<file path="src/rtl/fetch_unit.sv">
// fetch_unit: instruction prefetcher. It walks a fetch pointer through program
// memory with a single-outstanding request/ack port and buffers the returned
// words in a DEPTH-entry queue that presents {instr, pc, pc+1} at its head.
// Ports: clk/rst (async active-low); redirect/redirect_pc flush and retarget;
//        stall holds the queue head; imem_req/imem_addr/imem_ack/imem_data form
//        the memory port; out_valid/out_instr/out_pc/out_pc1/q_count describe the queue.
// Latency: first instruction appears three cycles after reset release or after a
//          redirect target is issued; steady state is one instruction per cycle.
// Backpressure: stall freezes the head; a request is only issued when its response
//               is guaranteed a free slot.
module fetch_unit #(
  parameter int          DEPTH    = 4,
  parameter logic [31:0] RESET_PC = 32'h0
) (
  input  logic        clk,
  input  logic        rst,
  input  logic        redirect,
  input  logic [31:0] redirect_pc,
  input  logic        stall,
  output logic        imem_req,
  output logic [31:0] imem_addr,
  input  logic        imem_ack,
  input  logic [31:0] imem_data,
  output logic        out_valid,
  output logic [31:0] out_instr,
  output logic [31:0] out_pc,
  output logic [31:0] out_pc1,
  output logic [3:0]  q_count
);

  localparam int         AW      = (DEPTH <= 2) ? 1 : (DEPTH <= 4) ? 2 : 3;
  localparam logic [3:0] DEPTH_C = 4'(DEPTH);

  localparam logic [1:0] S_IDLE = 2'd0;
  localparam logic [1:0] S_WAIT = 2'd1;
  localparam logic [1:0] S_DROP = 2'd2;

  logic [1:0]    r_state;
  logic [31:0]   r_fpc;
  logic          r_req;
  logic [31:0]   r_addr;
  logic [3:0]    r_count;
  logic [AW-1:0] r_rd_ptr;
  logic [AW-1:0] r_wr_ptr;
  logic [31:0]   r_instr [DEPTH];
  logic [31:0]   r_pc    [DEPTH];

  logic [1:0]  w_state_nxt;
  logic [31:0] w_fpc_nxt;
  logic        w_req_nxt;
  logic [31:0] w_addr_nxt;
  logic [3:0]  w_count_nxt;
  logic        w_push;
  logic        w_pop;
  logic        w_space;
  logic [31:0] w_addr_inc;
  logic [31:0] w_head_pc;

  // Redirect wins over everything: no pop, no push, queue emptied.
  assign w_pop       = (r_count != 4'd0) && !stall && !redirect;
  assign w_push      = (r_state == S_WAIT) && imem_ack && !redirect;
  assign w_count_nxt = redirect ? 4'd0 : (r_count + {3'd0, w_push} - {3'd0, w_pop});
  // A new request may be in flight next cycle only if its response could be
  // pushed even when nothing is popped that cycle.
  assign w_space     = (w_count_nxt < DEPTH_C);
  assign w_addr_inc  = r_addr + 32'd1;

  always_comb begin
    w_state_nxt = r_state;
    w_fpc_nxt   = r_fpc;
    w_req_nxt   = r_req;
    w_addr_nxt  = r_addr;
    if (redirect) begin
      w_fpc_nxt = redirect_pc;
    end
    case (r_state)
      S_IDLE: begin
        if (!redirect && w_space) begin
          w_state_nxt = S_WAIT;
          w_req_nxt   = 1'b1;
          w_addr_nxt  = r_fpc;
        end
      end
      S_WAIT: begin
        if (redirect) begin
          // An in-flight request cannot be withdrawn; its response is swallowed in DROP.
          if (imem_ack) begin
            w_state_nxt = S_IDLE;
            w_req_nxt   = 1'b0;
          end else begin
            w_state_nxt = S_DROP;
          end
        end else if (imem_ack) begin
          w_fpc_nxt = w_addr_inc;
          if (w_space) begin
            w_addr_nxt = w_addr_inc;
          end else begin
            w_state_nxt = S_IDLE;
            w_req_nxt   = 1'b0;
          end
        end
      end
      S_DROP: begin
        if (imem_ack) begin
          w_state_nxt = S_IDLE;
          w_req_nxt   = 1'b0;
        end
      end
      default: begin
        w_state_nxt = S_IDLE;
        w_req_nxt   = 1'b0;
      end
    endcase
  end

  always_ff @(posedge clk or negedge rst) begin
    if (!rst) begin
      r_state  <= S_IDLE;
      r_fpc    <= RESET_PC;
      r_req    <= 1'b0;
      r_addr   <= 32'd0;
      r_count  <= 4'd0;
      r_rd_ptr <= '0;
      r_wr_ptr <= '0;
    end else begin
      r_state <= w_state_nxt;
      r_fpc   <= w_fpc_nxt;
      r_req   <= w_req_nxt;
      r_addr  <= w_addr_nxt;
      r_count <= w_count_nxt;
      if (redirect) begin
        r_rd_ptr <= '0;
        r_wr_ptr <= '0;
      end else begin
        if (w_push) r_wr_ptr <= r_wr_ptr + AW'(1);
        if (w_pop)  r_rd_ptr <= r_rd_ptr + AW'(1);
      end
    end
  end

  // Queue storage needs no reset: the outputs are masked while the queue is empty.
  always_ff @(posedge clk) begin
    if (w_push) begin
      r_instr[r_wr_ptr] <= imem_data;
      r_pc[r_wr_ptr]    <= r_addr;
    end
  end

  assign w_head_pc = r_pc[r_rd_ptr];

  assign imem_req  = r_req;
  assign imem_addr = r_addr;
  assign q_count   = r_count;
  assign out_valid = (r_count != 4'd0);
  assign out_instr = out_valid ? r_instr[r_rd_ptr] : 32'd0;
  assign out_pc    = out_valid ? w_head_pc : 32'd0;
  assign out_pc1   = out_valid ? (w_head_pc + 32'd1) : 32'd0;

endmodule

</file>
<file path="config.mk">
export PLATFORM = sky130hd
export DESIGN_NAME = fetch_unit
export DESIGN_NICKNAME = d
export VERILOG_FILES = /design/src/rtl/fetch_unit.sv
export SDC_FILE = /design/constraint.sdc
export NUM_CORES = 1
export LEC_CHECK = 0
export ABC_AREA = 1
export BUFFER_PORTS_ARGS = -buffer_cell sky130_fd_sc_hd__buf_2
export CAP_MARGIN = 20
export CORE_MARGIN = 2
export CORE_UTILIZATION = 40
export CTS_CLUSTER_DIAMETER = 60
export DETAILED_ROUTE_END_ITERATION = 7
export PLACE_DENSITY_LB_ADDON = 0.12
export SETUP_SLACK_MARGIN = 0.2
export SLEW_MARGIN = 20
export SYNTH_ARGS = -nofsm -noshare
export SYNTH_HDL_FRONTEND = slang
export SYNTH_SLANG_ARGS = --single-unit
</file>
<file path="constraint.sdc">
create_clock -name clk -period 5.75 [get_ports clk]
set_clock_uncertainty 0.15 [all_clocks]
set_input_delay 0.8625 -clock clk [delete_from_list [all_inputs] [get_ports clk]]
set_output_delay 0.8625 -clock clk [all_outputs]
set_load 0.03 [all_outputs]
</file>
After elaboration in Yosys (flattened, before gate mapping)
Memory sizes are Yosys's and may differ from the RTL's.
Index checks and enable logic that the tools add are counted.
{"block": "totals", "input_bits": 69, "output_inout_bits": 134, "rom_bits": 0, "reg_bits": 75, "latchBits": 0, "mem_bits_rw": 256, "mem_count": 2}
{"block": "op_classes", "eq_ne": 9, "bitwise": 0, "mul": 0, "n_mux": 32, "order_cmp": 1, "addsub": 6, "div_mod_pow": 0, "reduce_logical": 15, "shift": 0}
{"memory": "r_instr", "depth": 4, "word_bits": 32, "rd": 1, "rd_clocked_by_memory_dff": 0, "write_ports": 1, "line_no": "45", "rtl": "logic [31:0] r_instr [DEPTH];"}
{"memory": "r_pc", "depth": 4, "word_bits": 32, "rd": 1, "rd_clocked_by_memory_dff": 0, "write_ports": 1, "line_no": "46", "rtl": "logic [31:0] r_pc [DEPTH];"}
{"op": "32-bit two-way mux", "count": 11}
{"op": "32-bit by 1-bit adder with 32-bit output, second input constant", "count": 2}
{"op": "32-bit one-hot mux with 2 select lines", "count": 1}
{"op": "2-bit two-way mux", "count": 10}
{"op": "2-bit != test, second input constant", "count": 5}
{"op": "1-bit two-way mux", "count": 7}
{"op": "3-bit != test, second input constant", "count": 2}
{"op": "2-bit one-hot mux with 3 select lines", "count": 1}
{"op": "2-bit nonzero test", "count": 3}
{"op": "1-bit logical AND", "count": 5}
{"op": "5-bit AND reduction", "count": 1}
{"op": "2-bit by 1-bit adder with 2-bit output, second input constant", "count": 2}
{"op": "4-bit by 1-bit adder with 4-bit output", "count": 1}
{"op": "4-bit by 3-bit < comparator with 1-bit output, second input constant", "count": 1}
{"op": "4-bit two-way mux", "count": 1}
{"op": "4-bit AND reduction", "count": 1}
{"op": "4-bit nonzero test", "count": 1}
{"op": "4-bit by 1-bit subtractor with 4-bit output", "count": 1}
{"op": "1-bit one-hot mux with 3 select lines", "count": 1}
{"op": "3-bit AND reduction", "count": 1}
{"op": "2-bit by 1-bit equality test with 1-bit output, second input constant", "count": 1}
{"op": "2-bit equality test, second input constant", "count": 1}
{"op": "1-bit logical NOT", "count": 2}
{"op": "2-bit logical NOT", "count": 1}

Depth between registers and ports, before layout
{"block": "logic_depth", "ltp_word": 11, "depth_mapped": 21}

Worst setup path before layout
OpenSTA, ideal clock, no wires.
{"block": "synth_path", "kind": "input-to-reg", "from": "input redirect", "to": "memory r_instr[0][0] (enable)", "arrival_ns": 4.244, "path_slack_ns": 0.870, "stages": 5, "setup_time_ns": 0.487, "t_required_ns": 5.113, "cell_sequence": "clkbuf_1 nor2_2 inv_1 clkbuf_1 nor2_1"}
{"block": "synth_between", "elab_chain_len": 4}
{"item": "start: declaration", "line_no": "17", "rtl": "input logic redirect,"}
{"item": "1-bit logical NOT", "line_no": "61", "rtl": "assign w_push = (r_state == S_WAIT) && imem_ack && !redirect;"}
{"item": "1-bit logical AND", "line_no": "61"}
{"item": "1-bit two-way mux", "line_no": "143", "rtl": "if (w_push) begin"}
{"item": "1-bit two-way mux (implied by the code)", "line_no": "144", "rtl": "r_instr[r_wr_ptr] <= imem_data;"}
{"item": "end: declaration", "line_no": "45"}
No other way between the ends.

Worst setup path in the final report
{"block": "layout_path", "from": "register r_rd_ptr[0]", "to": "output out_pc1[20]"}
{"block": "layout_between", "elab_chain_len": 3}
{"item": "start: declaration", "line_no": "43", "rtl": "logic [AW-1:0] r_rd_ptr;"}
{"item": "start signal: assignment", "line_no": "136", "rtl": "if (w_pop) r_rd_ptr <= r_rd_ptr + AW'(1);"}
{"item": "memory 4 x 32 bit"}
{"item": "32-bit by 1-bit adder with 32-bit output", "line_no": "157", "rtl": "assign out_pc1 = out_valid ? (w_head_pc + 32'd1) : 32'd0;"}
{"item": "32-bit two-way mux", "line_no": "157"}
{"item": "end: declaration", "line_no": "27", "rtl": "output logic [31:0] out_pc1,"}
No other way between the ends.

==> metrics.md <==
| Metric | Value |
|---|---|
| Post-synthesis sequential area ratio | 0.592 |
| Minimum clock period | 4900 ps |
| Tcrit/Tclk final | 0.852 |
| FMAX | 204 MHz |
| Total CTS buffers | 39 |
| HPWL Detailed | 31.1 mm |
| FP Rows | 73 |
| CP max FO | 133 |
| Final hold vios | 0 |
| EDFF count, synth | 256 |
| Crit-path cells | inv_6 > nand2_1 > nand2_1 > nand2_1 > nand2_1 > ha_1 > inv_1 > nor2_2 > nand2_2 > nor2_4 > nand2_2 > o21ai_1 > nand2_1 > nor2_1 > buf_2 |
| Post-synthesis instance total | 1813 |
| GPL Wtd Cong | 0.914 |
| Hold-fix buffers, CTS | 0 |
| Synth Register Bits | 331 |
| Largest net degree at the start of global routing | 134 |
| PD cells | 520 nW/um^2 |
| Dominant synthesized flop cell | edfxtp_1 |
| Critical path arrival | 3880 ps |
| Initial antenna violation count | 2 |
| GRT overflow | 0 |
| Leakage power | 8.02 nW |
| Max transition margin | 0.292 |
| Via count | 12900 |
| Worst VDD drop | 0.297 mV |
| Commonest cells in the netlist | nand2_1, nor2_1, edfxtp_1 |
| Final Slew Violations | 0 |
| Post-synth cell types | 38 |
| Yosys top cell by area | edfxtp_1 |
| Setup TNS | 0 ps |
| Worst-Margin Slew | 1060 ps |
| Vias in the first global route | 12000 |
| Worst R2R Path Depth | 17 |
| DR WL/cell | 18.2 um |
| Clock sink count | 331 |
| DIE WIDTH | 205 um |
| Syn nets | 1894 |
| CP Data Required Time | 4740 ps |
| Syn Area/Cell | 8.90 um^2 |
| Status | complete, no violations |
| Die Area | 42000 um^2 |
| CP peak stage delay | 680 ps |
| Clk_lat worst skew | 530 ps |
| Count leader, synth | nand2_1 |
| Clk root buf | clkbuf_16 |
| Endpoints failing setup | 0 |
| CTS tree | yes |
| Post-DRT Antenna Nets | 0 |
| Drt drc | 0 |
| DRT iter0 DRCs | 862 |
| Most common cell on crit path | nand2_1 |
| RSZ-0062 raised after global routing | no |
| WS Path Type | reg -> out |
| GRT Total Usage | 0.220 |
| Setup slack, reg-to-reg | 1410 ps |
| Routed vias/inst | 5.04 |
| I/O pins | 203 |
| Fraction of layout cells with a size suffix above 1 | 0.164 |
| Maximum capacitance violations | 0 |
| YS warnings | 0 |
| Core Area | 39800 um^2 |
| H-tree Lvls | 2 |
| IO Port Bufs | 202 |
| Syn-to-layout area delta | 16.7% |
| Clk slew on worst S/H paths | 60 ps |
| Initial Util | 0.405 |
| Final hold slack | 159 ps |
| Worst Setup Start Kind | register |
| DRT Wirelength | 46.6 mm |
| Post-synth ARST share | 0.227 |
| DR pass1 iterations | 7 |
| Top cell type's share of synthesized area | 0.476 |
| Reg2reg start | r_state[0]$_DFFE_PN0P_ |
| Net count, final | 2082 |
| First-pass GRT wire length | 70.6 mm |
| Top cells by area, synth | edfxtp_1, nand2_1, dfrtp_1 |
| Hold Crit Class | in -> async |
| Reg-to-reg endpoint | imem_addr[14]$_DFFE_PN0P_ |
| Mapped cell area | 16100 um^2 |
| CP max-delay cell | inv_6 |
| Postcts setup bufs | 0 |
| Die height | 205 um |
| Worst Setup End Kind | output pin |
| Cts repair resizes | 0 |
| CTS max path bufs | 3 |
==> how the worst max path moves through the flow <==
stage / startpoint / endpoint / slack [ps] / depth (start not counted)
after global routing: r_rd_ptr[0]$_DFFE_PN0P_ / out_pc1[20] / 510 / 15
after CTS: r_rd_ptr[0]$_DFFE_PN0P_ / out_pc1[20] / 860 / 15
after detailed placement: imem_ack / imem_addr[26]$_DFFE_PN0P_ / 1420 / 18
after floorplan: redirect / r_instr[0][0]$_DFFE_PP_ / 870 / 5
after global placement: imem_ack / imem_addr[24]$_DFFE_PN0P_ / 1480 / 18
final: r_rd_ptr[0]$_DFFE_PN0P_ / out_pc1[20] / 850 / 15
==> critical path: cells and delay by family, from the launching register on <==
family                     cells  cell delay, ps
DFF                            1             660
buffers and inverters          3             960
and+or+nand+nor               10            1230
AOI/OAI and AO/OA              1             140
adders and majority gates      1             200
==> stage by stage <==
step	utilization	instance area, um^2	setup slack, ps	cells	power [mW]
floorplan	-	16100	870	1813	6.16
global placement	0.443	17600	1480	2485	7.49
detailed placement	0.443	17600	1420	2485	7.53
CTS	0.473	18800	857	2554	9.87
global route	0.473	18800	506	2554	10.4
finish	0.473	18800	853	2555	9.80
==> final cells by class <==
| class | count | area (um^2) |
|---|---|---|
| Fill cell | 3825 | 21000 |
| Sequential cell | 331 | 9570 |
| Multi-Input combinational cell | 1282 | 5740 |
| Timing Repair Buffer | 227 | 1210 |
| Clock buffer | 49 | 1030 |
| Tap cell | 525 | 657 |
| Inverter | 120 | 455 |
| Clock inverter | 20 | 170 |
| Antenna cell | 1 | 2.50 |
==> flip-flops by register name, summed over array words and instances, names as in the netlist <==
signal / flops
r_instr: 128
r_pc: 128
imem_addr: 32
r_fpc: 32
q_count: 4
r_rd_ptr: 2
r_state: 2
r_wr_ptr: 2
imem_req: 1
==> power by group <==
part	switching, mW	total (mW)	internal (mW)
clock	0.950	2.32	1.37
sequential	0.455	3.37	2.92
combinational	3.05	4.10	1.05
==> per-layer routing <==
layer,routed length [um],vias up,global-route usage
met1,21700,6044,0.323
met4,840,0,0.0555
li1,-,6370,-
met5,0,-,0
met2,21000,407,0.341
met3,3070,60,0.0360
==> logic make-up after synthesis <==
group,synth area share
AO/OA/AOI/OAI,0.0740
flip-flops,0.592
multiplexers,0.000620
XOR/XNOR,0.0103
adder cells (fa/ha/maj),0.00977
buffers and inverters,0.0537
AND/OR/NAND/NOR,0.259
==> cell usage in the layout, fill, tap and decap left out, types with 12 or more instances in the layout <==
cell / count
clkbuf_16: 39
dfrtp_1: 73
inv_1: 117
o21ai_0: 124
nor2_2: 15
nand3_1: 107
edfxtp_1: 256
buf_2: 201
a21oi_1: 53
xor2_1: 14
o211ai_1: 12
nor2_1: 287
buf_4: 25
nand2_1: 568
(Power assumes the default switching activity.)
